<file path="config.mk">
export PLATFORM = sky130hd
export DESIGN_NAME = pokey_serout_ctrl
export DESIGN_NICKNAME = d
export VERILOG_FILES = /design/src/rtl/pokey_serout_ctrl.sv
export SDC_FILE = /design/constraint.sdc
export NUM_CORES = 1
export LEC_CHECK = 0
export ABC_CLOCK_PERIOD_IN_PS = 2060
export CAP_MARGIN = 20
export CORE_ASPECT_RATIO = 1.5
export CORE_MARGIN = 2
export CORE_UTILIZATION = 44
export DETAILED_ROUTE_END_ITERATION = 7
export HOLD_SLACK_MARGIN = 0.05
export PLACE_DENSITY = 0.78
export SETUP_SLACK_MARGIN = 0.5
export SLEW_MARGIN = 25
export SYNTH_ARGS = -nofsm -noshare
export SYNTH_HDL_FRONTEND = slang
export SYNTH_SLANG_ARGS = --single-unit
</file>
<file path="constraint.sdc">
create_clock -name clk -period 2.06 [get_ports clk]
set_clock_uncertainty 0.05 [all_clocks]
set_input_delay 0.515 -clock clk [delete_from_list [all_inputs] [get_ports clk]]
set_output_delay 0.515 -clock clk [all_outputs]
set_load 0.005 [all_outputs]
</file>
<file path="src/rtl/pokey_serout_ctrl.sv">
// ---------------------------------------------------------------------------
// pokey_serout_ctrl
//
// Sequencer for the POKEY serial-output shift chain. The chain itself is
// built from falling-edge load/reset cells outside this block; this module
// only produces the strobes those cells sample. A single CPU byte is buffered
// in a holding register and sent as start bit (0), eight data bits LSB first,
// then stop bit (1). The first tick after the parallel load ends the start
// bit, so the start bit is shorter than the other bits.
//
// Ports
//   clk          system clock; state changes on the rising edge
//   R            synchronous active-high reset
//   wr_en        one-cycle CPU write strobe to SEROUT
//   wr_data      SEROUT byte
//   bit_tick     one-cycle baud tick from the audio timer (>= 3 cycles apart)
//   force_break  SKCTL break, forces sout low
//   sr_q0        Q of chain cell 0 (the bit currently on the line)
//   sr_clr       R input of every chain cell (follows R combinationally)
//   sr_en        enable of every chain cell
//   sr_ld        1 = parallel load of par_d, 0 (with sr_en) = shift toward bit 0
//   par_d        frame {stop, data[7:0], start} built from the held byte
//   sout         serial line
//   need_irq     one-cycle pulse when the held byte is taken for transmission
//   xmt_done     level, idle with nothing held
// ---------------------------------------------------------------------------
module pokey_serout_ctrl #(
  parameter int FRAME_BITS = 10
) (
  input  logic                  clk,
  input  logic                  R,
  input  logic                  wr_en,
  input  logic [7:0]            wr_data,
  input  logic                  bit_tick,
  input  logic                  force_break,
  input  logic                  sr_q0,
  output logic                  sr_clr,
  output logic                  sr_en,
  output logic                  sr_ld,
  output logic [FRAME_BITS-1:0] par_d,
  output logic                  sout,
  output logic                  need_irq,
  output logic                  xmt_done
);

  localparam int CNT_W = $clog2(FRAME_BITS);
  localparam logic [CNT_W-1:0] LAST_BIT = CNT_W'(FRAME_BITS - 1);

  typedef enum logic [1:0] {
    ST_IDLE  = 2'd0,
    ST_LOAD  = 2'd1,
    ST_SHIFT = 2'd2
  } state_t;

  state_t           r_state;
  state_t           w_state_next;
  logic [7:0]       r_hold;
  logic             r_hold_full;
  logic             w_hold_full_next;
  logic [CNT_W-1:0] r_cnt;
  logic [CNT_W-1:0] w_cnt_next;
  logic             r_need_irq;
  logic             w_need_irq_next;
  logic             w_consume;
  logic             w_en;
  logic             w_ld;

  // State register
  always_ff @(posedge clk) begin
    if (R) begin
      r_state     <= ST_IDLE;
      r_hold      <= '0;
      r_hold_full <= 1'b0;
      r_cnt       <= '0;
      r_need_irq  <= 1'b0;
    end else begin
      r_state     <= w_state_next;
      r_hold_full <= w_hold_full_next;
      r_cnt       <= w_cnt_next;
      r_need_irq  <= w_need_irq_next;
      if (wr_en) begin
        r_hold <= wr_data;
      end
    end
  end

  // Next state and strobe decode
  always_comb begin
    w_state_next    = r_state;
    w_cnt_next      = r_cnt;
    w_need_irq_next = 1'b0;
    w_consume       = 1'b0;
    w_en            = 1'b0;
    w_ld            = 1'b0;

    unique case (r_state)
      ST_IDLE: begin
        if (r_hold_full) begin
          w_state_next = ST_LOAD;
        end
      end

      ST_LOAD: begin
        // bit_tick is deliberately ignored here; the start bit simply
        // lasts until the first tick seen in SHIFT.
        w_en            = 1'b1;
        w_ld            = 1'b1;
        w_consume       = 1'b1;
        w_need_irq_next = 1'b1;
        w_cnt_next      = '0;
        w_state_next    = ST_SHIFT;
      end

      ST_SHIFT: begin
        if (bit_tick) begin
          if (r_cnt != LAST_BIT) begin
            w_en       = 1'b1;
            w_cnt_next = r_cnt + 1'b1;
          end else begin
            // Stop bit complete: no shift, the stop level stays on the
            // line through a following LOAD cycle.
            w_state_next = r_hold_full ? ST_LOAD : ST_IDLE;
          end
        end
      end

      default: begin
        w_state_next = ST_IDLE;
      end
    endcase

    // A write coinciding with consumption wins: the new byte stays held.
    if (wr_en) begin
      w_hold_full_next = 1'b1;
    end else if (w_consume) begin
      w_hold_full_next = 1'b0;
    end else begin
      w_hold_full_next = r_hold_full;
    end
  end

  // Strobes are suppressed while reset is asserted so a reset landing on a
  // LOAD or tick cycle cannot disturb the chain being cleared.
  assign sr_clr   = R;
  assign sr_en    = w_en & ~R;
  assign sr_ld    = w_ld & ~R;
  assign par_d    = {1'b1, r_hold, 1'b0};
  assign need_irq = r_need_irq;
  assign xmt_done = R | ((r_state == ST_IDLE) & ~r_hold_full);

  always_comb begin
    if (force_break) begin
      sout = 1'b0;
    end else if (R || (r_state != ST_SHIFT)) begin
      sout = 1'b1;
    end else begin
      sout = sr_q0;
    end
  end

endmodule

</file>
### Word-level counts from Yosys, hierarchy flattened

Index checks and enable logic that the tools add are counted.

* register bits: 16
* latch bits: 0
* RAM bits: 0
* memory bits (read-only): 0
* bits of input ports: 14
* output and inout bits: 16
* logic and storage cells: 42
* memories kept: 0

* $add $sub $neg: 1
* multiply operators: 0
* divide/modulo/power cells: 0
* $lt $le $gt $ge: 0
* eq/ne operators: 8
* shifts and indexed selects: 0
* muxes and demuxes: 16
* bitwise gates (word level): 6
* reductions and logical operators: 6

Operator list (number)
* != test 2 bit, second input constant: 5
* two-way mux 1 bit: 8
* two-way mux 4 bit: 2
* case mux 4 bit (2 select lines): 1
* two-way mux 2 bit: 3
* case mux 2 bit (3 select lines): 1
* AND reduction 3 bit: 2
* adder 4 x 1 -> 4 bit, second input constant: 1
* != test 4 bit, second input constant: 1
* nonzero test 2 bit: 2
* bitwise AND 1 bit: 3
* equality test 2 x 1 -> 1 bit, second input constant: 1
* equality test 2 bit, second input constant: 1
* zero test 2 bit: 1
* inverter 1 bit: 2
* case mux 1 bit (2 select lines): 1
* logical OR 1 bit: 1
* OR 1 bit: 1

### Logic depth before layout (Yosys ltp)

* depth in word-level cells: 5
* depth in mapped cells: 6
* depth with buffers taken out: 5

### Least setup slack after synthesis

Ideal clock, no wire load.

* kind: reg-to-output
* from: reg r_state[0]
* to: out sr_en
* data arrival time: 1.109 ns
* required time: 1.495 ns
* setup slack: 0.386 ns
* cell stages (with the launch flop): 7
* buffers on the path: 1
* cell sequence: dfxtp_1 > inv_1 > ha_1 > buf_6 > nand2_4 > a31oi_4 > o211a_1

* cells in the longest elaborated chain, start to end: 3
* elaborated cells on any way between the ends: 4
* classes of those cells: 2 x eq/ne; 1 x mux; 1 x bitwise

RTL lines
* start: declaration: RTL line 55 `state_t r_state;`
* start signal: assignment: RTL line 77 `r_state <= w_state_next;`
* equality test 2 bit / equality test 2 x 1 -> 1 bit (equally long branches): RTL line 96 `unique case (r_state)`
* case mux 1 bit (2 select lines) (*): RTL line 96
* bitwise AND 1 bit (*): RTL line 145 `assign sr_en = w_en & ~R;`
* end: declaration: RTL line 38 `output logic sr_en,`

Mark *: on every way between the ends. The rest lies on a longest branch, timed or not.

### Worst setup path after layout

* from: reg r_state[1]
* to: out sr_en

The elaborated chain is that of the path after synthesis.

==> impl_metrics.ini <==
[place]
io_buffers = 27
dpl.hpwl_um = 1490
gp_congestion = 0.725

[grt]
grt_pass1_wl_um = 3660
grtUsageTotal = 0.226
grt_util_met1 = 0.249
antenna_found_initial = 0
grt_max_degree = 10
overflow = 0
use_met3 = 0.0415
top_usage_layer = met2
use_met2 = 0.388
grt_pass1_vias = 856

[timing]
max_freq_ghz = 0.517
drv_slew = 0
hold_viol = 0
setup_viol = 0
min_period_ns = 1.93
fin_crit_sh = 0.939
grt_setup_unrepaired = true
tns_ns = 0

[floorplan]
num_rows = 19
die_w_um = 40.6
core_um2 = 1850
initial_core_util = 0.478
io_pins = 30
fp.dieArea_um2 = 2400
die_h_um = 59.0

[clocking]
insertion_delay_ns = 0.29
cts.htree.levels = 1
clockBufferDepth = 2
cts_tree = built
hold_buffers = 0
cts_sinks = 16
path_clk_slew_ns = 0.10
cts-root-buf = clkbuf_4
cts-buffers-inserted = 3

[routing]
drtPass1Iterations = 4
drt-initial-drc-count = 14
drtAntennaViolNets = 0
vias_per_cell = 5.15
avgRoutedWirePerCell_um = 13.9
num_vias = 839
routed_wl_um = 2270
drc = 0

[pwr]
p_per_area_nw_per_um2 = 532
peakVddDrop_uv = 583
power_mw = 0.762
p_leak_nw = 0.663

[yosys]
synth_fp_nets = 115
ys_ff_latch = 16
synth_top_area_share = 0.362
ys_types = 32
ys_seq_area_frac = 0.362
synth.area.top_cells = dfxtp_1 36%, ha_1 9.9%, mux2i_1 9.0%, nor2_1 6.4%, mux2_2 3.8%
syn_area_um2 = 886
synthCells = 94
syn_area_per_cell_um2 = 9.42
yosysWarnings = 0
yosys.area.top_type = dfxtp_1

[min_path]
min_path_type = reg -> reg

[setup_path]
slowest_stage = dfxtp_4
critical_path_class = reg -> out
worstPathCellList = buf_6, ha_4, nand2_4, a31oi_4, o211a_1, buf_2
critPathLaunchType = register
cp.arrival_ns = 1.37
cp.required_ns = 1.49
crit_fanout = 2
endpoint_kind = primary output
critPathMaxStageDelay_ns = 0.37
worst-path-buf-inv = 2
cp_top_family = flip-flops

[finish]
antenna_cells = 0
syn_to_final_growth_pct = 61.6
drive_above_1_share = 0.444
final.fill_count = 140
fin_nets = 164
layout.cells.most_common_list = 18 x buf_4, 15 x nor2_1, 11 x clkdlybuf4s50_1
final_common_cell = buf_4
finalCoreUtilization = 0.772

[job]
drv_cap = 0

[run_status]
status = complete, no violations
==> kinds of logic (layout without fill, tap and decap cells) <==
| group | after synthesis | in the layout | share of synthesized area |
|---|---|---|---|
| AOI/OAI and AO/OA | 10 | 10 | 0.0960 |
| muxes | 11 | 11 | 0.129 |
| DFF | 16 | 16 | 0.362 |
| adders and majority gates | 7 | 7 | 0.0989 |
| buffers and inverters | 14 | 62 | 0.0847 |
| and+or+nand+nor | 34 | 34 | 0.222 |
| other | 2 | 2 | 0.00848 |
==> routing by layer <==
layer / vias to the layer above / wire (µm)
li1: 417 / -
met2: 28 / 1230
met1: 384 / 873
met3: 10 / 93
met5: - / 0
met4: 0 / 72
==> path summary, 6_finish.rpt <==
kind	depth (start not counted)	from	slack [ns]	to
max reg2reg	8	r_state[1]	0.47	r_state[1]
min	2	r_hold[4]	0.44	r_hold[4]
min reg2reg	2	r_hold[4]	0.44	r_hold[4]
max	6	r_state[1]	0.13	sr_en
==> flip-flops by register name, indices dropped and copies added, names as in the netlist <==
name         cells
need_irq         1
r_hold_full      1
r_state          2
r_hold           8
r_cnt            4
==> power by group <==
group	switching [mW]	internal (mW)
clock	0.104	0.108
sequential	0.0116	0.327
combinational	0.0880	0.123
total	0.204	0.558
==> final cells by class <==
| cell class | instances | area [µm²] | area share |
|---|---|---|---|
| inverters | 7 | 33.8 | 0.0236 |
| multi-input cells | 64 | 558 | 0.390 |
| flip-flops and latches | 16 | 335 | 0.234 |
| clock buffers | 4 | 36.3 | 0.0253 |
| repair buffers | 51 | 442 | 0.309 |
| well taps | 21 | 26.3 | 0.0184 |
==> Yosys cell counts (all sizes together) <==
cell type,instances
nor3b,3
o211ai,1
nand2b,1
nor2,15
a31oi,1
o221ai,1
mux2,3
nor3,2
nand4,2
conb,2
a41oi,1
nand3b,1
nand3,2
a211o,1
o211a,1
o21ai,1
mux2i,8
nand4b,2
dfxtp,16
nor4bb,1
inv,7
nor2b,2
ha,7
nand2,3
a21oi,3
buf,7
==> stage by stage <==
| stage | worst slack [ns] | cell area (µm²) | hold slack, ns | instances |
|---|---|---|---|---|
| after detailed placement | -0.429 | 1250 | 0.439 | 148 |
| after global routing | 0.0717 | 1430 | 0.466 | 163 |
| after CTS | 0.135 | 1370 | 0.447 | 160 |
| after global placement | -0.430 | 1250 | 0.421 | 148 |
| after floorplan | 0.465 | 901 | 0.435 | 94 |
| final | 0.127 | 1430 | 0.443 | 163 |
==> worst register-to-register path, cell delays in order, from the launching register on <==
cell and delay (ns):
dfxtp_4 0.38, buf_6 0.11, inv_6 0.04, ha_4 0.15, buf_4 0.12, buf_4 0.13, nor4bb_1 0.13, a41oi_1 0.21
o211ai_1 0.14
==> repair_timing <==
item                       in CTS  in global routing
resized for setup              56                  9
pin swaps                       7                  6
setup endpoints to repair      17                  5
buffers inserted                8                  3
No activity file was read; power rests on OpenSTA's default activity.
